<file path="config.mk">
export PLATFORM = sky130hd
export DESIGN_NAME = prof_cmd_issuer_flat
export DESIGN_NICKNAME = d
export VERILOG_FILES = /design/src/rtl/prof_cmd_issuer_pkg.sv /design/src/rtl/prof_cmd_issuer_if.sv /design/src/rtl/prof_cmd_issuer_rec_fifo.sv /design/src/rtl/prof_cmd_issuer.sv /design/src/flat_wrapper.sv
export SDC_FILE = /design/constraint.sdc
export NUM_CORES = 1
export LEC_CHECK = 0
export ABC_AREA = 1
export CAP_MARGIN = 30
export CORE_MARGIN = 1.5
export CORE_UTILIZATION = 50
export DETAILED_ROUTE_END_ITERATION = 10
export PLACE_DENSITY_LB_ADDON = 0.1
export SLEW_MARGIN = 5
export SYNTH_ARGS = -nofsm -noshare
export SYNTH_HDL_FRONTEND = slang
export SYNTH_SLANG_ARGS = --single-unit
</file>
<file path="constraint.sdc">
create_clock -name clk -period 8.9 [get_ports clk]
set_input_delay 1.78 -clock clk [delete_from_list [all_inputs] [get_ports clk]]
set_output_delay 1.78 -clock clk [all_outputs]
set_load 0.01 [all_outputs]
</file>
<file path="src/rtl/prof_cmd_issuer_pkg.sv">
// Shared definitions for the profiling command issuer: counter command codes,
// issuer state encoding, timestamp width and the reserved end-of-run tag.
package prof_pkg;

  localparam int TS_W     = 64;
  localparam int MAX_TAGW = 32;

  localparam logic [3:0] CMD_NOP  = 4'h0;
  localparam logic [3:0] CMD_STOP = 4'h2;

  typedef enum logic [2:0] {
    IDLE = 3'd0,
    ARM  = 3'd1,
    SYNC = 3'd2,
    RUN  = 3'd3,
    STOP = 3'd4
  } state_e;

  // All-ones tag of width tagw, right-aligned in a MAX_TAGW-bit word.
  function automatic logic [MAX_TAGW-1:0] END_TAG(input int tagw);
    END_TAG = '0;
    for (int i = 0; i < MAX_TAGW; i++) begin
      if (i < tagw) END_TAG[i] = 1'b1;
    end
  endfunction

endpackage

</file>
<file path="src/rtl/prof_cmd_issuer_if.sv">
// Host, counter-unit and record-readout signals of the profiling command issuer.
// master = host plus counter unit; slave = the issuer.
interface prof_cmd_issuer_if #(
  parameter int DEPTH = 16,
  parameter int TAGW  = 8
);
  localparam int CW = $clog2(DEPTH) + 1;

  logic                     host_start;
  logic                     host_sample;
  logic                     host_stop;
  logic [TAGW-1:0]          host_tag;
  logic                     busy;

  logic                     ts_start;
  logic [3:0]               ts_command;
  logic                     ts_done;
  logic [prof_pkg::TS_W-1:0] ts_timestamp;

  // Readout handshake: the head record is popped on a rising edge where rd_valid
  // and rd_en are both high; rd_en while rd_valid is low is ignored, and the head
  // (rd_timestamp/rd_tag) holds steady while rd_valid is high and rd_en is low.
  logic                     rd_valid;
  logic                     rd_en;
  logic [prof_pkg::TS_W-1:0] rd_timestamp;
  logic [TAGW-1:0]          rd_tag;
  logic [CW-1:0]            count;
  logic                     overflow;

  prof_pkg::state_e         dbg_state;

  modport master (
    output host_start, host_sample, host_stop, host_tag, ts_done, ts_timestamp, rd_en,
    input  busy, ts_start, ts_command, rd_valid, rd_timestamp, rd_tag, count, overflow,
           dbg_state
  );

  modport slave (
    input  host_start, host_sample, host_stop, host_tag, ts_done, ts_timestamp, rd_en,
    output busy, ts_start, ts_command, rd_valid, rd_timestamp, rd_tag, count, overflow,
           dbg_state
  );

endinterface

</file>
<file path="src/rtl/prof_cmd_issuer_rec_fifo.sv">
// First-word-fall-through record FIFO with flush, occupancy count and a sticky
// overflow flag; a write into a full FIFO is kept only if a pop frees a slot.
module prof_rec_fifo #(
  parameter int DEPTH = 16,
  parameter int DW    = 72
) (
  input  logic                     clk,
  input  logic                     rst,
  input  logic                     flush_i,
  input  logic                     wr_en_i,
  input  logic [DW-1:0]            wr_data_i,
  input  logic                     rd_en_i,
  output logic                     rd_valid_o,
  output logic [DW-1:0]            rd_data_o,
  output logic [$clog2(DEPTH):0]   count_o,
  output logic                     overflow_o
);
  localparam int PW = $clog2(DEPTH);
  localparam int CW = PW + 1;

  logic [DW-1:0] mem_q [DEPTH];
  logic [PW-1:0] wr_ptr_q, wr_ptr_d;
  logic [PW-1:0] rd_ptr_q, rd_ptr_d;
  logic [CW-1:0] count_q, count_d;
  logic          ovf_q, ovf_d;
  logic          full, empty, do_wr, do_rd;

  always_comb begin
    empty    = (count_q == '0);
    full     = (count_q == CW'(DEPTH));
    do_rd    = rd_en_i & ~empty & ~flush_i;
    do_wr    = wr_en_i & ~flush_i & (~full | do_rd);
    wr_ptr_d = wr_ptr_q;
    rd_ptr_d = rd_ptr_q;
    count_d  = count_q;
    ovf_d    = ovf_q;
    if (flush_i) begin
      wr_ptr_d = '0;
      rd_ptr_d = '0;
      count_d  = '0;
      ovf_d    = 1'b0;
    end else begin
      if (do_wr) wr_ptr_d = wr_ptr_q + PW'(1);
      if (do_rd) rd_ptr_d = rd_ptr_q + PW'(1);
      if (do_wr && !do_rd)      count_d = count_q + CW'(1);
      else if (!do_wr && do_rd) count_d = count_q - CW'(1);
      if (wr_en_i && full && !do_rd) ovf_d = 1'b1;
    end
  end

  always_ff @(posedge clk or posedge rst) begin
    if (rst) begin
      wr_ptr_q <= '0;
      rd_ptr_q <= '0;
      count_q  <= '0;
      ovf_q    <= 1'b0;
    end else begin
      wr_ptr_q <= wr_ptr_d;
      rd_ptr_q <= rd_ptr_d;
      count_q  <= count_d;
      ovf_q    <= ovf_d;
    end
  end

  // Storage needs no reset: nothing is visible until count says so.
  always_ff @(posedge clk) begin
    if (do_wr) mem_q[wr_ptr_q] <= wr_data_i;
  end

  assign rd_valid_o = ~empty;
  assign rd_data_o  = mem_q[rd_ptr_q];
  assign count_o    = count_q;
  assign overflow_o = ovf_q;

endmodule

</file>
<file path="src/rtl/prof_cmd_issuer.sv">
// Profiling command issuer: turns host start/sample/stop requests into the
// counter unit's start pulse and stop command, logging timestamps into a FIFO.
module prof_cmd_issuer
  import prof_pkg::*;
#(
  parameter int DEPTH = 16,
  parameter int TAGW  = 8
) (
  input  logic             clk,
  input  logic             rst,
  prof_cmd_issuer_if.slave bus
);
  localparam logic [MAX_TAGW-1:0] END_TAG_W = END_TAG(TAGW);

  state_e          state_q, state_d;
  logic            ts_start_q, ts_start_d;
  logic [3:0]      ts_cmd_q, ts_cmd_d;
  logic            flush, wr_en;
  logic [TAGW-1:0] wr_tag;

  always_comb begin
    state_d = state_q;
    flush   = 1'b0;
    wr_en   = 1'b0;
    wr_tag  = bus.host_tag;
    case (state_q)
      IDLE: begin
        if (bus.host_start) begin
          state_d = ARM;
          flush   = 1'b1;
        end
      end
      ARM:  state_d = SYNC;
      SYNC: if (!bus.ts_done) state_d = RUN;
      RUN: begin
        wr_en = bus.host_sample;
        if (bus.host_stop) state_d = STOP;
      end
      STOP: begin
        if (bus.ts_done) begin
          wr_en   = 1'b1;
          wr_tag  = END_TAG_W[TAGW-1:0];
          state_d = IDLE;
        end
      end
      default: state_d = IDLE;
    endcase
    // Counter-unit outputs are registered copies of what the next state implies.
    ts_start_d = (state_d == ARM);
    ts_cmd_d   = (state_d == STOP) ? CMD_STOP : CMD_NOP;
  end

  always_ff @(posedge clk or posedge rst) begin
    if (rst) begin
      state_q    <= IDLE;
      ts_start_q <= 1'b0;
      ts_cmd_q   <= CMD_NOP;
    end else begin
      state_q    <= state_d;
      ts_start_q <= ts_start_d;
      ts_cmd_q   <= ts_cmd_d;
    end
  end

  prof_rec_fifo #(
    .DEPTH (DEPTH),
    .DW    (TS_W + TAGW)
  ) u_fifo (
    .clk        (clk),
    .rst        (rst),
    .flush_i    (flush),
    .wr_en_i    (wr_en),
    .wr_data_i  ({bus.ts_timestamp, wr_tag}),
    .rd_en_i    (bus.rd_en),
    .rd_valid_o (bus.rd_valid),
    .rd_data_o  ({bus.rd_timestamp, bus.rd_tag}),
    .count_o    (bus.count),
    .overflow_o (bus.overflow)
  );

  assign bus.busy       = (state_q != IDLE);
  assign bus.ts_start   = ts_start_q;
  assign bus.ts_command = ts_cmd_q;
  assign bus.dbg_state  = state_q;

endmodule

</file>
<file path="src/flat_wrapper.sv">
// flat-port wrapper written by rule: the top's interface ports become plain ports
module prof_cmd_issuer_flat import prof_pkg::*;
#(
  parameter int DEPTH = 16,
  parameter int TAGW  = 8
)
  (clk, rst, bus_host_start, bus_host_sample, bus_host_stop, bus_host_tag, bus_ts_done, bus_ts_timestamp, bus_rd_en, bus_busy, bus_ts_start, bus_ts_command, bus_rd_valid, bus_rd_timestamp, bus_rd_tag, bus_count, bus_overflow, bus_dbg_state);
  prof_cmd_issuer_if #(.DEPTH(DEPTH), .TAGW(TAGW)) bus_i ();
  input  logic clk;
  input  logic rst;
  input wire logic [$bits(bus_i.host_start)-1:0] bus_host_start;
  input wire logic [$bits(bus_i.host_sample)-1:0] bus_host_sample;
  input wire logic [$bits(bus_i.host_stop)-1:0] bus_host_stop;
  input wire logic [$bits(bus_i.host_tag)-1:0] bus_host_tag;
  input wire logic [$bits(bus_i.ts_done)-1:0] bus_ts_done;
  input wire logic [$bits(bus_i.ts_timestamp)-1:0] bus_ts_timestamp;
  input wire logic [$bits(bus_i.rd_en)-1:0] bus_rd_en;
  output wire logic [$bits(bus_i.busy)-1:0] bus_busy;
  output wire logic [$bits(bus_i.ts_start)-1:0] bus_ts_start;
  output wire logic [$bits(bus_i.ts_command)-1:0] bus_ts_command;
  output wire logic [$bits(bus_i.rd_valid)-1:0] bus_rd_valid;
  output wire logic [$bits(bus_i.rd_timestamp)-1:0] bus_rd_timestamp;
  output wire logic [$bits(bus_i.rd_tag)-1:0] bus_rd_tag;
  output wire logic [$bits(bus_i.count)-1:0] bus_count;
  output wire logic [$bits(bus_i.overflow)-1:0] bus_overflow;
  output wire logic [$bits(bus_i.dbg_state)-1:0] bus_dbg_state;
  assign bus_i.host_start = bus_host_start;
  assign bus_i.host_sample = bus_host_sample;
  assign bus_i.host_stop = bus_host_stop;
  assign bus_i.host_tag = bus_host_tag;
  assign bus_i.ts_done = bus_ts_done;
  assign bus_i.ts_timestamp = bus_ts_timestamp;
  assign bus_i.rd_en = bus_rd_en;
  assign bus_busy = bus_i.busy;
  assign bus_ts_start = bus_i.ts_start;
  assign bus_ts_command = bus_i.ts_command;
  assign bus_rd_valid = bus_i.rd_valid;
  assign bus_rd_timestamp = bus_i.rd_timestamp;
  assign bus_rd_tag = bus_i.rd_tag;
  assign bus_count = bus_i.count;
  assign bus_overflow = bus_i.overflow;
  assign bus_dbg_state = bus_i.dbg_state;
  prof_cmd_issuer #(.DEPTH(DEPTH), .TAGW(TAGW)) u_core (.clk(clk), .rst(rst), .bus(bus_i));
endmodule
</file>
# Word-level counts from Yosys, hierarchy flattened
# Memories as Yosys holds them, arrays and structs flattened.
# Index checks and enable logic that the tools add are counted.
[op_classes] addsub=4 mul=0 n_div=0 order_cmp=0 eq_ne=7 shifts=0 n_mux=23 bitwise=8 reduce_logical=13
[op_table] operator="$mux W4" n=4
[op_table] operator="$mux W8" n=2
[op_table] operator="$mux W5" n=3
[op_table] operator="$pmux W3 S5" n=1
[op_table] operator="$mux W3" n=4
[op_table] operator="$add A4 B1 Y4 const B" n=2
[op_table] operator="$mux W1" n=7
[op_table] operator="$eq A3 B1 Y1 const B" n=2
[op_table] operator="$eq A3 B2 Y1 const B" n=2
[op_table] operator="$eq A3 B3 Y1 const B" n=2
[op_table] operator="$reduce_bool A2 Y1" n=3
[op_table] operator="$reduce_bool A3 Y1" n=2
[op_table] operator="$add A5 B1 Y5 const B" n=1
[op_table] operator="$eq A5 B5 Y1 const B" n=1
[op_table] operator="$logic_not A5 Y1" n=1
[op_table] operator="$sub A5 B1 Y5 const B" n=1
[op_table] operator="$and A1 B1 Y1" n=4
[op_table] operator="$logic_and A1 B1 Y1" n=4
[op_table] operator="$logic_not A3 Y1" n=1
[op_table] operator="$not A1 Y1" n=3
[op_table] operator="$logic_not A1 Y1" n=2
[op_table] operator="$mux W2" n=1
[op_table] operator="$pmux W1 S2" n=1
[op_table] operator="$or A1 B1 Y1" n=1
[totals] regBits=22 latch_bits=0 mem_bits_rw=1152 mem_bits_ro=0 input_bits=79 output_inout_bits=88 word_cells=63 n_memories=1
[memory_table] name="u_core.u_fifo.mem_q" depth=16 width=72 rd=1 rd_clocked_by_memory_dff=0 wr=1 line="prof_cmd_issuer_rec_fifo.sv:21" rtl="logic [DW-1:0] mem_q [DEPTH];"

# Longest topological paths before layout
[depth] ltp_word=11 mapped_depth=15 ltp_nobuf=14

# By module
# Synthesis repeated with hierarchy kept, for this count alone.
[unflattened] cells_unflattened=3343 area_unflattened_um2=45991.6
[modules_own_cells] mod="prof_rec_fifo" n_inst=1 cells_per_inst=3292 area_each_um2=45645.0 seq_area_each_um2=34943.5
[modules_own_cells] mod="prof_cmd_issuer" n_inst=1 cells_per_inst=51 area_each_um2=346.6 seq_area_each_um2=125.1

# Least setup slack after synthesis
# OpenSTA, ideal clock, no wires.
[synth_path] path_kind="input -> register" startpoint="in bus_host_start" endpoint="mem u_core.u_fifo.mem_q[3][0] (enable)" setup_ps=591 t_arrival_ps=7263 required_time_ps=8309 path_slack_ps=1046 cell_stages=6 path_buffers=1 cell_sequence="nand3_4 > nand3_2 > nand2_2 > nand2_1 > buf_2 > nor3_1"
[synth_between] elab_chain_len=8 word_cells_on_any_way=9 classes_between="4 x mux; 5 x bitwise"
[synth_rtl] item="start: declaration" line="flat_wrapper.sv:11" rtl="input wire logic [$bits(bus_i.host_start)-1:0] bus_host_start;"
[synth_rtl] item="$mux W1 *" line="prof_cmd_issuer.sv:28" rtl="if (bus.host_start) begin"
[synth_rtl] item="$mux W1 *" line="prof_cmd_issuer.sv:26" rtl="case (state_q)"
[synth_rtl] item="$not A1 Y1 *" line="prof_cmd_issuer_rec_fifo.sv:31, prof_cmd_issuer_rec_fifo.sv:32"
[synth_rtl] item="$and A1 B1 Y1" line="prof_cmd_issuer_rec_fifo.sv:31" rtl="do_rd = rd_en_i & ~empty & ~flush_i;"
[synth_rtl] item="$or A1 B1 Y1" line="prof_cmd_issuer_rec_fifo.sv:32" rtl="do_wr = wr_en_i & ~flush_i & (~full | do_rd);"
[synth_rtl] item="$and A1 B1 Y1 *" line="prof_cmd_issuer_rec_fifo.sv:32"
[synth_rtl] item="$mux W1 *" line="prof_cmd_issuer_rec_fifo.sv:67" rtl="if (do_wr) mem_q[wr_ptr_q] <= wr_data_i;"
[synth_rtl] item="$mux W1 (not written as such) *" line="prof_cmd_issuer_rec_fifo.sv:67"
[synth_rtl] item="end: declaration" line="prof_cmd_issuer_rec_fifo.sv:21"
# Mark *: on every way between the ends. The rest lies on a longest branch, timed or not.

# Worst setup path in the final report
[layout_path] startpoint="reg u_core.u_fifo.rd_ptr_q[0]" endpoint="out bus_rd_timestamp[5]"
[layout_between] elab_chain_len=1
[layout_rtl] item="start: declaration" line="prof_cmd_issuer_rec_fifo.sv:23" rtl="logic [PW-1:0] rd_ptr_q, rd_ptr_d;"
[layout_rtl] item="start signal: assignment" line="prof_cmd_issuer_rec_fifo.sv:59" rtl="rd_ptr_q <= rd_ptr_d;"
[layout_rtl] item="$mem_v2 Z16 W72"
[layout_rtl] item="end: declaration" line="flat_wrapper.sv:22" rtl="output wire logic [$bits(bus_i.rd_timestamp)-1:0] bus_rd_timestamp;"
# No other way between the ends.

==> summary.txt <==
Status
  • Status: finished, final reports clean

Timing
  • Tmin final: 5910 ps
  • Final worst slack: 2990 ps
  • Fin. Hold Viols: 0
  • Worst slew pin tran: between 1000 and 1500 ps
  • Post-Route Setup TNS: 0 ps
  • Highest clock rate: 0.169 GHz
  • Tcrit/Tclk final: 0.665
  • Final Slew Violations: 0
  • Clock Skew: 26.8 ps
  • Slew HR: 0.0595
  • RSZ-0062 raised after global routing: false
  • Setup violators final: 0

Logic synthesis
  • Syn Inst Count: 3,795
  • Ys async rst share: 0.0162
  • Seq/Total Area, Yosys: 0.721
  • Yosys warns: 0
  • EDFF count, synth: 1,152
  • Synth Register Bits: 1,171
  • Mapped Area: 0.0486 sq mm
  • Main synth FF type: edfxtp_1
  • Yosys cell types: 34
  • Syn_area_per_cell: 12.8 sq um

Critical path
  • Crit path cell chain: buf_4, buf_4, o211ai_1, nand3_1, nand3_1, nand2_1, clkdlybuf4s50_1
  • Crit path arrival time: 4130 ps
  • Crit end category: output pin
  • Critical path required time: 7120 ps
  • Crit Path Max Fanout: 80
  • CP delay by family, top: buffers and inverters
  • CP max-delay cell: dfrtp_4
  • Worst setup SP type: register
  • Buf/Inv on CP: 3
  • Slowest cell delay on critical path: 1040 ps
  • Critical setup path kind: reg2out

Detailed routing
  • Wirelength per Cell: 20.7 microns
  • Number of vias per cell: 5.40
  • Routed WL: 109,000 microns
  • Final ANT Viol Nets: 0
  • Remaining DRCs: 0
  • Pre-antenna DRT Iters: 7
  • Vias: 28.5k
  • DR iter-0 viols: 2,684

Die
  • Die X: 315 microns
  • Core Area: 0.0966 sq mm
  • Die Area: 0.0992 sq mm
  • Initial Util: 0.504
  • Die height: 315 microns
  • Cell Rows: between 100 and 150
  • I/O pin count: 167

Global routing
  • Largest net degree at the start of global routing: roughly 220
  • Total GRT Usage: 0.221
  • Initial antenna violation count: 1
  • Grt ovf: 0
  • Vias in the first global route: 27.3k
  • First-pass GRT wire length: 167,000 microns

Place
  • Input/output buffers: 163
  • Dpl hpwl: roughly 56,000 microns
  • Pre-CTS WS: 3710 ps
  • Routability Congestion: between 0.7 and 0.8

Layout
  • Total Nets Final: 3,991
  • Multi-input logic area: 0.00990 sq mm
  • Commonest cells after routing, fill and taps aside: edfxtp_1 (1,152), inv_1 (603), nand3_1 (454)
  • Share of cells above drive strength 1: 0.103
  • Seq. cell area: 0.0351 sq mm
  • Commonest non-fill, non-tap cell in the layout: edfxtp_1
  • Layout Area Growth over Synthesis: 12.9%
  • Post-Route Utilization: 0.569
  • Fillcell total: 7,830

Clocking
  • PostCTS Resize Cnt: 0
  • Clk Latency, worst-skew pair: 700 ps
  • H-tree Lvls: 3
  • CTS clock-pin slew for the worst setup and hold paths: 60 ps
  • CTS tree: done
  • # clock sinks: 1,171
  • TritonCTS Buffers: between 100 and 150
  • Clk buf depth: 3
  • Postcts setup bufs: 0
  • CTS Hold Bufs: 0
  • CTS root buf: clkbuf_16

Power
  • Pwr dens: 304 mW/mm^2
  • Maximum vdd drop: roughly 0.32 mV
  • Cell leakage power: slightly below 20 nW

Min path
  • Worst min-delay path class: reg2reg

Flow run
  • Maxcap violations: 0
-- area by class of cell --
type / count / share of cell area
timing repair buffer: 227 / 0.0423
inverter: 607 / 0.0416
multi-input combinational: 1774 / 0.180
clock inverter: 70 / 0.0105
sequential: 1171 / 0.639
clock buffer: 148 / 0.0574
tap: 1276 / 0.0291
antenna: 1 / 0.0000456
-- layer usage --
| layer | wire [microns] | track usage | share of wire | vias to the layer above |
|---|---|---|---|---|
| li1 | - | - | - | 13700 |
| met1 | 49600 | 0.316 | 0.45 | 13900 |
| met2 | 52300 | 0.362 | 0.48 | 691 |
| met3 | 5620 | 0.0291 | 0.051 | 124 |
| met4 | 1650 | 0.0506 | 0.015 | 0 |
| met5 | 0 | 0 | 0 | - |
-- registers in the layout, summed over array words and instances (netlist names) --
signal	cells
u_core.u_fifo.rd_ptr_q	4
u_core.u_fifo.count_o	5
u_core.bus.ts_start	1
u_core.u_fifo.overflow_o	1
u_core.bus.dbg_state	3
u_core.u_fifo.wr_ptr_q	4
u_core.u_fifo.mem_q	1152
u_core.bus.ts_command	1
-- tightest hold or removal path: stages, from the launching register on --
cell and delay [ps]:
dfrtp_1 370, inv_1 50, a21oi_1 60
-- metrics by stage --
| stage | hold WS (ps) | cell area [sq um] | instances | power [mW] |
|---|---|---|---|---|
| final | 522 | 54900 | 5274 | 16.7 |
| after global routing | 567 | 54900 | 5274 | 17.6 |
| after CTS | 531 | 54900 | 5272 | 16.9 |
| after detailed placement | 517 | 51200 | 5054 | 12.1 |
| after global placement | 523 | 51100 | 5050 | 12.0 |
| after floorplan | 513 | 48600 | 3797 | 10.2 |
-- kinds of logic after synthesis --
family	Yosys count	share of synthesized area
xor gates and xnor gates	5	0.000901
other	1	0.0000771
AOI/OAI and AO/OA	884	0.118
and+or+nand+nor	871	0.0802
DFF	1171	0.721
adders and majority gates	11	0.00298
buffers and inverters	852	0.0772
-- cells in the mapped netlist, types with 19 or more instances --
library cell / n / share of area
buf_2: 71 / 0.0073
o211ai_1: 289 / 0.045
buf_4: 19 / 0.0029
buf_6: 30 / 0.0069
nand2_1: 388 / 0.030
a21oi_2: 150 / 0.027
o21ai_0: 257 / 0.026
dfrtp_1: 19 / 0.0098
edfxtp_1: 1152 / 0.71
a21oi_1: 144 / 0.015
buf_1: 21 / 0.0016
nand3_1: 454 / 0.047
clkbuf_1: 90 / 0.0069
inv_1: 604 / 0.047
o21ai_1: 41 / 0.0042
-- final timing paths --
path | startpoint | end | slack, ps | cells past startpoint
setup / recovery | u_core.u_fifo.rd_ptr_q[0] | bus_rd_timestamp[5] | 2990 | 7
min in group asynchronous | rst | u_core.bus.dbg_state[2] | 1510 | 2
hold / removal | u_core.u_fifo.overflow_o | u_core.u_fifo.overflow_o | 520 | 2
setup reg to reg | u_core.bus.dbg_state[0] | u_core.u_fifo.mem_q[11][40] | 5490 | 8
max in group asynchronous | rst | u_core.u_fifo.rd_ptr_q[3] | 6840 | 2
hold reg to reg | u_core.u_fifo.overflow_o | u_core.u_fifo.overflow_o | 520 | 2
-- report_power, final --
part           switching (mW)  total (mW)  internal (mW)  leakage (nW)
logic                    3.38        5.43           2.05          7.12
clock network            2.05        4.79           2.73          1.83
registers               0.238        6.47           6.23          10.6
total                    5.67        16.7           11.0          19.6
Note: power is estimated with default switching activity, not from simulation.
